### config.mk
export PLATFORM = sky130hd
export DESIGN_NAME = adc_pmod
export DESIGN_NICKNAME = d
export VERILOG_FILES = /design/src/rtl/adc_pmod.sv
export SDC_FILE = /design/constraint.sdc
export NUM_CORES = 1
export LEC_CHECK = 0
export ABC_AREA = 0
export CORE_ASPECT_RATIO = 1.25
export CORE_MARGIN = 4
export CORE_UTILIZATION = 56
export DETAILED_ROUTE_END_ITERATION = 16
export PLACE_DENSITY = 0.83
export SYNTH_ARGS = -nofsm -noshare
export SYNTH_HDL_FRONTEND = slang
export SYNTH_SLANG_ARGS = --single-unit
### constraint.sdc
create_clock -name clk -period 3.57 [get_ports clk]
set_input_delay 0.5355 -clock clk [delete_from_list [all_inputs] [get_ports clk]]
set_output_delay 0.5355 -clock clk [all_outputs]
set_load 0.005 [all_outputs]
### src/rtl/adc_pmod.sv
// adc_pmod: periodic dual-channel PMOD-AD1 capture. A sample timer starts a
// conversion, the serial frame is clocked in on both channels at once, and the
// 12-bit results are pushed to a tracking FIFO as a 4-byte LR little-endian frame.
module adc_pmod #(
  parameter int CLK_DIV      = 4,
  parameter int QUIET_CYCLES = 8
) (
  input  logic        clk,
  input  logic        reset,
  input  logic        enable,
  input  logic [15:0] sample_period,
  input  logic [10:0] fifo_space,
  output logic [7:0]  fifo_data,
  output logic        fifo_write,
  output logic        pmod_cs,
  output logic        pmod_sclk,
  input  logic [1:0]  pmod_din,
  input  logic        clear_status,
  output logic [1:0]  status,
  output logic [31:0] frame_count
);

  typedef enum logic [1:0] {
    IDLE  = 2'd0,
    CONV  = 2'd1,
    QUIET = 2'd2,
    PUSH  = 2'd3
  } state_t;

  localparam logic [7:0]  DIV_LAST   = 8'(CLK_DIV - 1);
  localparam logic [15:0] QUIET_LAST = 16'(QUIET_CYCLES - 1);

  state_t      state_r;
  logic [15:0] timer_r;
  logic [7:0]  div_r;
  logic [4:0]  bit_r;
  logic [15:0] quiet_r;
  logic [1:0]  byte_r;
  // Only the low 12 bits of each 16-bit serial word are kept; the four
  // leading bits simply shift out of the top.
  logic [11:0] sh_l_r;
  logic [11:0] sh_r_r;

  logic [15:0] sp_eff_s;
  logic        tick_s;
  logic        drop_s;
  logic        miss_s;
  logic [1:0]  status_next_s;

  // Effective period, sample tick, and the sticky status set/clear merge.
  always_comb begin
    sp_eff_s = sample_period;
    if (sample_period < 16'd2) begin
      sp_eff_s = 16'd2;
    end else begin
      sp_eff_s = sample_period;
    end
    tick_s        = enable && (timer_r >= (sp_eff_s - 16'd1));
    drop_s        = (state_r == PUSH) && (byte_r == 2'd0) && (fifo_space < 11'd4);
    miss_s        = tick_s && (state_r != IDLE);
    status_next_s = (status & ~{2{clear_status}}) | {miss_s, drop_s};
  end

  // Sample timer: free-runs 0..period-1 while enabled, parked at 0 otherwise.
  always_ff @(posedge clk or negedge reset) begin
    if (!reset) begin
      timer_r <= 16'd0;
    end else if (!enable || tick_s) begin
      timer_r <= 16'd0;
    end else begin
      timer_r <= timer_r + 16'd1;
    end
  end

  // Sticky status flags; a set in the same cycle as a clear takes priority.
  always_ff @(posedge clk or negedge reset) begin
    if (!reset) begin
      status <= 2'b00;
    end else begin
      status <= status_next_s;
    end
  end

  // Conversion FSM: serial capture, CS quiet time, then frame push or drop.
  always_ff @(posedge clk or negedge reset) begin
    if (!reset) begin
      state_r     <= IDLE;
      div_r       <= 8'd0;
      bit_r       <= 5'd0;
      quiet_r     <= 16'd0;
      byte_r      <= 2'd0;
      sh_l_r      <= 12'd0;
      sh_r_r      <= 12'd0;
      pmod_cs     <= 1'b1;
      pmod_sclk   <= 1'b1;
      fifo_write  <= 1'b0;
      fifo_data   <= 8'd0;
      frame_count <= 32'd0;
    end else begin
      fifo_write <= 1'b0;
      case (state_r)
        IDLE: begin
          pmod_cs   <= 1'b1;
          pmod_sclk <= 1'b1;
          if (tick_s) begin
            state_r <= CONV;
            pmod_cs <= 1'b0;
            div_r   <= 8'd0;
            bit_r   <= 5'd0;
          end
        end
        CONV: begin
          if (div_r == DIV_LAST) begin
            div_r     <= 8'd0;
            pmod_sclk <= ~pmod_sclk;
            if (!pmod_sclk) begin
              // Rising SCLK edge: capture both channels MSB first.
              sh_l_r <= {sh_l_r[10:0], pmod_din[0]};
              sh_r_r <= {sh_r_r[10:0], pmod_din[1]};
              if (bit_r == 5'd15) begin
                pmod_cs <= 1'b1;
                bit_r   <= 5'd0;
                quiet_r <= 16'd0;
                state_r <= QUIET;
              end else begin
                bit_r <= bit_r + 5'd1;
              end
            end
          end else begin
            div_r <= div_r + 8'd1;
          end
        end
        QUIET: begin
          if (quiet_r == QUIET_LAST) begin
            byte_r  <= 2'd0;
            state_r <= PUSH;
          end else begin
            quiet_r <= quiet_r + 16'd1;
          end
        end
        PUSH: begin
          case (byte_r)
            2'd0: begin
              // Room is checked once, up front, so a frame is all-or-nothing.
              if (fifo_space < 11'd4) begin
                state_r <= IDLE;
              end else begin
                fifo_write <= 1'b1;
                fifo_data  <= sh_l_r[7:0];
                byte_r     <= 2'd1;
              end
            end
            2'd1: begin
              fifo_write <= 1'b1;
              fifo_data  <= {4'd0, sh_l_r[11:8]};
              byte_r     <= 2'd2;
            end
            2'd2: begin
              fifo_write <= 1'b1;
              fifo_data  <= sh_r_r[7:0];
              byte_r     <= 2'd3;
            end
            2'd3: begin
              fifo_write  <= 1'b1;
              fifo_data   <= {4'd0, sh_r_r[11:8]};
              frame_count <= frame_count + 32'd1;
              byte_r      <= 2'd0;
              state_r     <= IDLE;
            end
            default: begin
              byte_r  <= 2'd0;
              state_r <= IDLE;
            end
          endcase
        end
        default: begin
          state_r   <= IDLE;
          pmod_cs   <= 1'b1;
          pmod_sclk <= 1'b1;
        end
      endcase
    end
  end

endmodule

==> flow_summary.toml <==
[yosys]
syn_inst = 593
synth_cell_types = 56
synth-seq-cells = 118
yosys_warnings = 0
ys_seq_area_frac = 0.4843
yosysTopAreaCell = "dfrtp_1"
synth_top_area_share = 0.4757
dominantRegCellSynth = "dfrtp_1"
synth_edf_count = 0
synth-async-reset-ratio = 1.000
synth_nets = 656
syn_avg_cell_area_um2 = 10.29
synthTopCellsByArea = "dfrtp_1 (48%), ha_1 (6.2%), xnor2_1 (5.5%), mux2_2 (4.8%), nor2_1 (3.9%)"
syn-cell-area_mm2 = 0.006102

[pwr]
p_int_mw = 2.925
power.density_mw_per_mm2 = 525.8
p_sw_mw = 1.339
peakVddDrop_v = 0.0003119
comb_power_share = 0.250
p_clk_frac = 0.393
p_leak_nw = 3.681
p_sw_frac = 0.3141
sequentialPowerShare = 0.356

[route]
first_iter_violations = 269
via_count = 5076
wl_um = 14710
drc = 0
dr.pass1.iters = 5
antenna_left = 0
routedWlPerCell_um = 17.13
vias_per_cell = 5.909

[floorplan]
die_h_um = 124.7
dieArea_mm2 = 0.01264
core_mm2 = 0.01062
die_w_um = 101.4
initial_utilization = 0.5748
io_pins = 78
fp-row-count = 42

[sta]
slew_violations = 0
max_slew.worst_pin.slew_ns = 1.035
setup_viol = 33
fmax_mhz = 217.1
fin_crit_ns = 4.607
final_hold_viol_count = 0
fin_skew_ns = 0.007097
rsz0062_at_grt = "yes"
setup_ws_ns = -1.037
slew_headroom = 0.3074
fin_crit_sh = 1.290

[status]
violations = "negative setup slack"
outcome = "finished with violations"

[layout]
nets = 777
mostFrequentLayoutCell = "dfrtp_1"
final_core_util = 0.7639
diodes = 0
syn2layout_area_growth_pct = 32.89
drive_above_1_share = 0.1884
final_cell_mix = "dfrtp_1 (116), clkdlybuf4s50_1 (70), nor2_1 (60)"

[placement]
preCtsSetupSlack_ns = -2.087
dp_hpwl_um = 9713
io_buffers = 75
gp_routability_congestion = 0.8358

[global_route]
met2_usage = 0.4102
antenna_found_initial = 0
grtUsageTotal = 0.2392
grt-busiest-layer = "met2"
met1_usage = 0.2855
grt_max_degree = 64
grt_first_pass_wirelength_um = 24580
grt.met3_usage = 0.05210
grt_overflow = 0
grt_pass1_vias = 5332

[worst_setup_path]
cp-start-kind = "input pin"
crit_path_end_kind = "flop"
cp_max_fo = 14
slowest_delay_ns = 0.56
crit_required_ns = 3.85
slowest_stage = "or4_4"
criticalPathCategory = "input pin to flop"
path_delay_family = "simple AND/OR/NAND/NOR gates"
crit_top_cell = "or4_4"
worst-path-buf-inv = 3
r2r_slack_ns = 0.61
cp.arrival_ns = 4.88
path_cells = "buf_6 > or4_4 > or4_4 > or3_4 > nor3_4 > nand2b_4 > ha_4 > nand2_2 > or2_4 > buf_4 > nor2_2 > xnor2_1 > ha_1 > nand4_1 > or4_4 > a32o_2 > buf_12 > o31ai_4 > o21ai_1"

[run]
drv_cap = 0

[cts]
htreeDepth = 4
clock_path_buffers = 2
cts.clk_slew.worst_paths_ns = 0.05
clkLatencyLatePin_ns = 0.42
cts.sink_count = 118
cts_tree = "yes"
ctsRootBufferMaster = "clkbuf_16"
cts_buffers = 17

[min_path]
hp-class = "input pin to async pin"
==> per-layer routing <==
layer | share of wire | vias to the layer above | routed length, µm
li1 | - | 2373 | -
met5 | 0 | - | 0
met1 | 0.40 | 2513 | 5875
met4 | 0.032 | 0 | 476
met2 | 0.53 | 142 | 7785
met3 | 0.039 | 48 | 575
==> metrics by stage <==
step	power [mW]	std cells	setup TNS [ns]	area [µm²]	hold WS, ns
after global routing	4.462	859	-32.76	8109	0.2759
after CTS	4.199	854	-26.66	8000	0.2515
after detailed placement	2.411	817	-60.22	7272	0.4686
final	4.264	859	-27.85	8109	0.2122
after floorplan	2.077	593	-43.00	6172	0.2399
after global placement	2.365	817	-56.76	7272	0.4616
==> repair_timing <==
action,in CTS,in global routing
setup endpoints to repair,33,33
pin swaps,19,16
hold buffers,0,0
resized for setup,40,14
buffers inserted,5,5
==> sequential cells by signal, summed over array words and instances (netlist names), 2 cells and up <==
register	flops
state_r	2
byte_r	2
timer_r	16
frame_count	32
status	2
div_r	8
sh_r_r	12
sh_l_r	12
quiet_r	16
bit_r	5
fifo_data	8
==> kinds of logic after synthesis <==
kind of cell | Yosys count | synth area share
and+or+nand+nor | 231 | 0.1927
adders and majority gates | 30 | 0.06151
buffers and inverters | 31 | 0.01927
xor gates and xnor gates | 65 | 0.09330
DFF | 118 | 0.4843
muxes | 26 | 0.04798
AOI/OAI and AO/OA | 92 | 0.1009
==> power groups by stage <==
stage	Clock [mW]	Combinational [mW]	Sequential, mW
5_1_grt	1.76	1.17	1.53
6_report	1.68	1.07	1.52
3_5_place_dp	0	0.869	1.54
3_3_place_gp	0	0.831	1.53
4_1_cts	1.70	0.981	1.52
2_1_floorplan	0	0.552	1.53
==> synthesized netlist by cell type, drive strengths merged (16+ instances only) <==
| library cell | instances |
|---|---|
| a21oi | 20 |
| nand3 | 24 |
| nor2 | 63 |
| xnor2 | 38 |
| ha | 30 |
| xor2 | 27 |
| and3 | 19 |
| mux2 | 26 |
| or3 | 16 |
| dfrtp | 116 |
| nand2 | 48 |
| inv | 18 |
| o21ai | 28 |
==> path summary, 6_finish.rpt <==
kind | from | to | depth (start not counted)
setup / recovery | sample_period[5] | div_r[5]$_DFFE_PN0P_ | 19
hold / removal | reset | div_r[3]$_DFFE_PN0P_ | 1
setup reg to reg | div_r[0]$_DFFE_PN0P_ | state_r[1]$_DFFE_PN0P_ | 7
hold reg to reg | frame_count[31]$_DFFE_PN0P_ | frame_count[31]$_DFFE_PN0P_ | 1
max in group asynchronous | reset | pmod_sclk$_DFFE_PN1P_ | 2
min in group clk | frame_count[31]$_DFFE_PN0P_ | frame_count[31]$_DFFE_PN0P_ | 1
==> cell type report <==
cell class | instances | area, µm²
sequential | 118 | 2955
tap | 132 | 165.2
fill | 686 | 2506
inverter | 18 | 67.56
multi-input combinational | 444 | 3241
clock inverter | 14 | 150.1
clock buffer | 18 | 439.2
timing repair buffer | 115 | 1091
Power figures use the tool's default switching activity.
